## config.mk

```make
export PLATFORM = sky130hd
export DESIGN_NAME = mux_sweep_sequencer
export DESIGN_NICKNAME = d
export VERILOG_FILES = /design/src/rtl/mux_sweep_sequencer_pkg.sv /design/src/rtl/mux_sweep_sequencer_hold_timer.sv /design/src/rtl/mux_sweep_sequencer.sv
export SDC_FILE = /design/constraint.sdc
export NUM_CORES = 1
export LEC_CHECK = 0
export BUFFER_PORTS_ARGS = -buffer_cell sky130_fd_sc_hd__buf_2
export CORE_AREA = 2 2 53 55
export DETAILED_ROUTE_END_ITERATION = 8
export DIE_AREA = 0 0 55 57
export GPL_TIMING_DRIVEN = 0
export MAX_ROUTING_LAYER = met4
export PLACE_DENSITY = 0.85
export SYNTH_ARGS = -nofsm -noshare
export SYNTH_HDL_FRONTEND = slang
export SYNTH_SLANG_ARGS = --single-unit
```

## constraint.sdc

```tcl
create_clock -name clk -period 5.3 [get_ports clk]
set_clock_uncertainty 0.1 [all_clocks]
set_input_delay 1.06 -clock clk [delete_from_list [all_inputs] [get_ports clk]]
set_output_delay 1.06 -clock clk [all_outputs]
set_load 0.01 [all_outputs]
```

## src/rtl/mux_sweep_sequencer_pkg.sv

```systemverilog
// Shared definitions for the mux sweep sequencer: FSM states, sweep geometry
// and the default golden response.
package mux_sweep_sequencer_pkg;

    localparam int unsigned STEP_W    = 4;
    localparam int unsigned SWEEP_LEN = 16;
    localparam int unsigned HOLD_W    = 4;

    localparam logic [SWEEP_LEN-1:0] DEFAULT_EXPECTED = 16'hCACA;

    typedef enum logic [1:0] {
        IDLE  = 2'd0,
        DRIVE = 2'd1,
        DONE  = 2'd2
    } sweep_state_e;

    // Step index k maps to {select, data} = {k[3:2], k[1:0]}.
    function automatic logic [1:0] sel_of(input logic [STEP_W-1:0] k);
        return k[3:2];
    endfunction

    function automatic logic [1:0] data_of(input logic [STEP_W-1:0] k);
        return k[1:0];
    endfunction

endpackage

```

## src/rtl/mux_sweep_sequencer_hold_timer.sv

```systemverilog
// Hold timer: counts 0..HOLD_CYCLES-1 while enabled, wraps on terminal count,
// and can be cleared synchronously.
module hold_timer
    import mux_sweep_sequencer_pkg::*;
#(
    parameter int unsigned HOLD_CYCLES = 4
) (
    input  logic clk,
    input  logic rst,
    input  logic clear_i,
    input  logic count_i,
    output logic tc_o
);

    localparam logic [HOLD_W-1:0] LAST = HOLD_W'(HOLD_CYCLES - 1);

    logic [HOLD_W-1:0] cnt_q;

    assign tc_o = (cnt_q == LAST);

    always_ff @(posedge clk) begin
        if (rst || clear_i) begin
            cnt_q <= '0;
        end else if (count_i) begin
            cnt_q <= tc_o ? '0 : cnt_q + HOLD_W'(1);
        end
    end

endmodule

```

## src/rtl/mux_sweep_sequencer.sv

```systemverilog
// Sweeps all 16 select/data combinations into a downstream mux, capturing F per step.
// Optional response check against EXPECTED is enabled by defining SWEEP_CHECK_EN.
module mux_sweep_sequencer
    import mux_sweep_sequencer_pkg::*;
#(
    parameter int unsigned           HOLD_CYCLES = 4,
    parameter logic [SWEEP_LEN-1:0]  EXPECTED    = DEFAULT_EXPECTED
) (
    input  logic                  clk,
    input  logic                  rst,
    input  logic                  start,
    output logic [1:0]            s_out,
    output logic [1:0]            i_out,
    input  logic                  f_in,
    output logic                  busy,
    output logic                  done,
    output logic [SWEEP_LEN-1:0]  result,
    output logic [STEP_W-1:0]     step,
    output logic                  pass
);

    sweep_state_e          state_q;
    logic [STEP_W-1:0]     k_q;
    logic [1:0]            s_q;
    logic [1:0]            i_q;
    logic                  busy_q;
    logic                  done_q;
    logic [SWEEP_LEN-1:0]  result_q;
    logic [SWEEP_LEN-1:0]  result_d;
    logic [STEP_W-1:0]     k_inc;
    logic                  tc;
    logic                  launch;
    logic                  advance;
    logic                  last_step;

    assign launch    = (state_q == IDLE) && start;
    assign advance   = (state_q == DRIVE) && tc;
    assign last_step = (k_q == STEP_W'(SWEEP_LEN - 1));
    assign k_inc     = k_q + STEP_W'(1);

    // Result with the current step's response merged in, used on the capture edge.
    always_comb begin
        result_d      = result_q;
        result_d[k_q] = f_in;
    end

    hold_timer #(
        .HOLD_CYCLES (HOLD_CYCLES)
    ) u_hold_timer (
        .clk     (clk),
        .rst     (rst),
        .clear_i (launch),
        .count_i (state_q == DRIVE),
        .tc_o    (tc)
    );

    always_ff @(posedge clk) begin
        if (rst) begin
            state_q  <= IDLE;
            k_q      <= '0;
            s_q      <= '0;
            i_q      <= '0;
            busy_q   <= 1'b0;
            done_q   <= 1'b0;
            result_q <= '0;
        end else begin
            case (state_q)
                IDLE: begin
                    done_q <= 1'b0;
                    if (start) begin
                        state_q  <= DRIVE;
                        k_q      <= '0;
                        s_q      <= '0;
                        i_q      <= '0;
                        busy_q   <= 1'b1;
                        result_q <= '0;
                    end
                end
                DRIVE: begin
                    if (tc) begin
                        result_q <= result_d;
                        if (last_step) begin
                            state_q <= DONE;
                            busy_q  <= 1'b0;
                            done_q  <= 1'b1;
                        end else begin
                            k_q <= k_inc;
                            s_q <= sel_of(k_inc);
                            i_q <= data_of(k_inc);
                        end
                    end
                end
                DONE: begin
                    state_q <= IDLE;
                    done_q  <= 1'b0;
                    k_q     <= '0;
                    s_q     <= '0;
                    i_q     <= '0;
                end
                default: begin
                    state_q <= IDLE;
                    busy_q  <= 1'b0;
                    done_q  <= 1'b0;
                end
            endcase
        end
    end

`ifdef SWEEP_CHECK_EN
    logic pass_q;

    // Compared against the merged result so the final captured bit is included.
    always_ff @(posedge clk) begin
        if (rst || launch) begin
            pass_q <= 1'b0;
        end else if (advance && last_step) begin
            pass_q <= (result_d == EXPECTED);
        end
    end

    assign pass = pass_q;
`else
    logic unused_expected;
    assign unused_expected = ^EXPECTED;
    assign pass            = 1'b0;
`endif

    assign s_out  = s_q;
    assign i_out  = i_q;
    assign busy   = busy_q;
    assign done   = done_q;
    assign result = result_q;
    assign step   = k_q;

endmodule
```

# Yosys cells after proc, flatten, opt, wreduce, memory -nomap -nowiden
# Index checks and enable logic that the tools add are counted.
[totals] ff_bits=32 inputBits=4 output_inout_bits=27
[op_classes] addsub=2 order_cmp=2 eq_ne=8 n_mux=26 n_bitwise=2 reduce_logical=12
[op_table] operator="$mux W16" n=2
[op_table] operator="$pmux W16 S2" n=1
[op_table] operator="$bwmux W16" n=1
[op_table] operator="$mux W2" n=8
[op_table] operator="$mux W4" n=4
[op_table] operator="$pmux W2 S3" n=2
[op_table] operator="$pmux W4 S3" n=1
[op_table] operator="$add A4 B1 Y4 const B" n=2
[op_table] operator="$ne A2 B2 Y1 const B" n=4
[op_table] operator="$reduce_and A4 Y1" n=2
[op_table] operator="$reduce_and A3 Y1" n=2
[op_table] operator="$lt A4 B5 Y1 const B" n=1
[op_table] operator="$demux W1 S4" n=1
[op_table] operator="$eq A4 B2 Y1 const B" n=1
[op_table] operator="$eq A4 B4 Y1 const B" n=1
[op_table] operator="$ge A4 B1 Y1 const B" n=1
[op_table] operator="$mux W1" n=4
[op_table] operator="$pmux W2 S2" n=1
[op_table] operator="$pmux W1 S3" n=1
[op_table] operator="$reduce_bool A3 Y1" n=1
[op_table] operator="$eq A2 B1 Y1 const B" n=1
[op_table] operator="$eq A2 B2 Y1 const B" n=1
[op_table] operator="$logic_and A1 B1 Y1" n=2
[op_table] operator="$logic_not A2 Y1" n=1
[op_table] operator="other kinds (5)" n=6

# Logic depth before layout (Yosys ltp)
[logic_depth] ltp_word=7 mapped_depth=6 mapped_depth_nobuf=5

# Hierarchy
# From an unflattened synthesis, not the netlist that was laid out.
[unflattened] cells_unflattened=187 hier_area_um2=1647.8
[by_module_without_submodules] module="mux_sweep_sequencer" n_inst=1 cells_each=169 area_per_inst_um2=1455.1 seq_area_each_um2=480.5
[by_module_without_submodules] module="hold_timer" n_inst=1 cells_each=18 area_per_inst_um2=192.7 seq_area_each_um2=80.1

# Least setup slack after synthesis
# OpenSTA, ideal clock, no wires.
[synth_timing] path_kind="input to register" start="in rst" end="reg result_q[4], in the netlist result[4]" setup_ps=74 arrival_time_ps=1885 required_time_ps=5126 setup_slack_ps=3241 cell_stages=4 n_path_buf=0 path_cell_list="nor3b_1 and3_1 nand2_1 o21ai_0"
[synth_rtl] item="start, declared" line_no="mux_sweep_sequencer.sv:10" text="input logic rst,"
[synth_rtl] item="end signal, assigned" line_no="mux_sweep_sequencer.sv:81" text="result_q <= result_d;"
[synth_rtl] item="end, declared" line_no="mux_sweep_sequencer.sv:28" text="logic [SWEEP_LEN-1:0] result_q;"

# Final worst setup path
[layout_timing] start="reg k_q[0], in the netlist step[0]" end="out step[0]"
[layout_rtl] item="start, declared" line_no="mux_sweep_sequencer.sv:23" text="logic [STEP_W-1:0] k_q;"
[layout_rtl] item="start signal, assigned" line_no="mux_sweep_sequencer.sv:87" text="k_q <= k_inc;"
[layout_rtl] item="end, declared" line_no="mux_sweep_sequencer.sv:18" text="output logic [STEP_W-1:0] step,"
# No word-level cell between the ends.

==> key figures <==
Setup path
  – Crit path cell chain: buf_4, buf_2
  – Top delay family on crit path: flip-flops
  – R2R depth: 6
  – Critical path class: register to output pin
  – Worst Path Buf+Inv: 2
  – CP Depth: 2
  – Setup crit start kind: register
  – Worst Path Required: between 4 and 5 ns
  – Slowest-stage cell, CP: dfxtp_1
  – Critical-path maximum fanout: 9
  – Critical path arrival: 1.13 ns
  – Slowest stage delay, CP: around 0.53 ns
  – Crit end category: output pin

Global route
  – Maximum number of pins on one net before global-route repair: 16
  – Grt ovf: 0
  – Vias in the first global route: around 1200
  – Initial antenna violation count: 0
  – First-pass GRT wire length: between 5000 and 6000 um
  – All-Layer GR Usage: between 20% and 30%

Floorplanning
  – Die X: 55 um
  – Boundary pin count: 31
  – Num rows: 19
  – Core area: about 2600 um2
  – Die H: 57 um
  – Starting Density: between 50% and 60%
  – Die area: 3140 um2

CTS
  – CTS tree: built
  – Later-pin clock latency in the skew report: about 0.33 ns
  – CTS-repair resized insts: 0
  – Clk pin slew, worst setup/hold paths: 0.15 ns
  – Post-CTS Hold Fix Bufs: 0
  – Clock Sinks: 28
  – Postcts setup bufs: 0
  – Clock Tree Root: clkbuf_4
  – Max Buffers Root-to-Sink: 2
  – Num CTS Buffers: 3
  – H-tree lvl count: 1

Place
  – Buffers on Ports: 29
  – Gpl congestion: 0.841
  – Place WS: approximately 2.7 ns
  – DP HPWL: roughly 2400 um
  – # placed instances: ~230
  – Placed instance area: 1580 um2

STA
  – Fmax achieved: roughly 440 MHz
  – Final Slew Violations: 0
  – Worst Setup Slack, final: around 3.0 ns
  – Final critical-path share of the clock period: ~43%
  – Final setup viols: 0
  – Final hold slack: approximately 0.39 ns
  – Relative slew slack: around 64%
  – Setup tns final: 0 ns
  – Fin crit period: approximately 2.3 ns
  – Worst Tran Pin Value: ~0.54 ns
  – RSZ-0062 raised after global routing: false
  – Fin. Hold Viols: 0

Finish
  – Area grow syn2layout: 15.7%
  – # diodes: 0
  – Fin util: between 60% and 70%
  – Share of cells above drive strength 1: 21.6%
  – Post-route design area: roughly 1600 um2
  – Cell Count, Final, Fillers Out: between 200 and 250
  – Final #Nets: between 200 and 250

Routing
  – Final antenna-violating net count: 0
  – Via count: between 1000 and 1500
  – Remaining routing DRC violations: 0
  – Routed wire length: 3130 um
  – Drt wl/cell: roughly 14 um
  – First DRT Iteration DRCs: 27
  – 1st-pass router iterations: 4
  – Vias per inst: 5.62

Logic synthesis
  – Avg Inst Size Synth: between 8 and 9 um2
  – Post-synth ARST share: 0%
  – FF+latch count, synth: 28
  – Netlist cell types: 36
  – Seq/Total Area, Yosys: 40.1%
  – Syn_nets: between 150 and 200
  – Top_reg_cell synth: dfxtp_1
  – Post-synth EDFFs: 0
  – Main area contributors after synthesis: dfxtp_1, o21ai_0, a21oi_1
  – Area leader, netlist: dfxtp_1
  – Synth top area share: between 40 and 50%
  – Number of synthesis warnings: 0
  – Syn Inst Count: between 150 and 200
  – Synthesized area: around 1400 um2

Power and ir drop
  – Sw Pwr: about 0.08 mW
  – Tot Pwr: between 0.3 and 0.4 mW
  – Reg power frac: a little over three fifths
  – Switching Fraction: about 23%
  – Clock share of power: a little under a third
  – Pleak: 0.712 nW
  – Comb pwr share: 6.9%
  – Cell-internal power: 0.264 mW
  – Pwr/cell area: between 200 and 250 nW/um2
  – Maximum VDD drop: approximately 0.14 mV

Worst hold path
  – Worst Hold Depth: 2
  – Hold Path Class: register to register

Flow run
  – Max_cap viols: 0

Run status
  – Status: completed
[metal layers]
layer | vias to the layer above | GRT usage, % | share of wire, % | routed length [um]
li1 | 653 | - | - | -
met1 | 599 | 26.3 | 44 | 1380
met2 | 36 | 37.6 | 51 | 1590
met3 | 5 | 3.40 | 4.0 | 124
met4 | 0 | 6.62 | 1.1 | 34
met5 | - | - | 0 | 0
[cell families after synthesis]
kind of cell	Yosys count	synth area share, %
adders and majority gates	5	4.47
muxes	3	2.15
DFF	28	40.1
xor gates and xnor gates	1	0.626
AOI/OAI and AO/OA	62	25.6
buffers and inverters	16	6.26
and+or+nand+nor	50	20.6
other	1	0.268
[cells in the final DEF (no fill, tap or decap), drive strengths merged]
| cell | synthesis | routed |
|---|---|---|
| nor2 | 9 | 9 |
| o31ai | 2 | 2 |
| o2bb2ai | 1 | 1 |
| nand3 | 2 | 2 |
| clkbuf | 7 | 11 |
| nor3 | 1 | 1 |
| xor2 | 1 | 1 |
| inv | 3 | 3 |
| buf | 6 | 35 |
| a2111oi | 1 | 1 |
| mux2i | 3 | 3 |
| o211a | 1 | 1 |
| nor3b | 3 | 3 |
| conb | 1 | 1 |
| and3 | 1 | 1 |
| ha | 5 | 5 |
| and2 | 2 | 2 |
| a21oi | 14 | 14 |
| or3b | 1 | 1 |
| nor2b | 8 | 8 |
| o21bai | 2 | 2 |
| nand4 | 3 | 3 |
| nand2 | 11 | 11 |
| nand2b | 6 | 6 |
| o21ai | 34 | 34 |
| a32o | 2 | 2 |
| and4bb | 1 | 1 |
| a21boi | 3 | 3 |
| or2 | 1 | 1 |
| o21a | 1 | 1 |
| nand4b | 1 | 1 |
| a41o | 1 | 1 |
| dfxtp | 28 | 28 |
[cell usage after synthesis (5+ instances only)]
master and n:
a21oi_1 14, nor2b_1 8, buf_4 5, nand2b_1 6, nor2_1 9, dfxtp_1 28, nand2_1 11, o21ai_0 34
clkbuf_1 6, ha_1 5
[cell type report]
class | count | area (um2)
Buffer | 13 | 76.3
Clock buffer | 4 | 36.3
Fill cell | 243 | 996
Inverter | 3 | 11.3
Multi-Input combinational cell | 122 | 751
Sequential cell | 28 | 561
Tap cell | 31 | 38.8
Timing Repair Buffer | 29 | 145
[power groups by stage]
| stage | logic (mW) | clock network (mW) | registers [mW] |
|---|---|---|---|
| after floorplan | 0.0168 | 0 | 0.219 |
| after global placement | 0.0222 | 0 | 0.219 |
| after detailed placement | 0.0234 | 0 | 0.219 |
| after CTS | 0.0234 | 0.107 | 0.214 |
| after global routing | 0.0268 | 0.116 | 0.215 |
| final | 0.0236 | 0.104 | 0.214 |
[worst paths after layout]
path,start,endpoint,slack [ns]
worst min-delay path,result[4],result[4],0.39
worst max register to register,step[0],step[1],3.29
worst min register to register,result[4],result[4],0.39
worst max-delay path,step[0],step[0],3.01
[tightest hold or removal path, stage by stage, from the launching register on]
cell	delay [ns]
dfxtp_1	0.33
o21ai_0	0.05
o21ai_0	0.07
[sequential cells by signal (all words and copies together), names as in the netlist]
register,flops
result,16
step,4
busy,1
done,1
u_hold_timer.cnt_q,4
state_q,2
(Power assumes the default switching activity.)
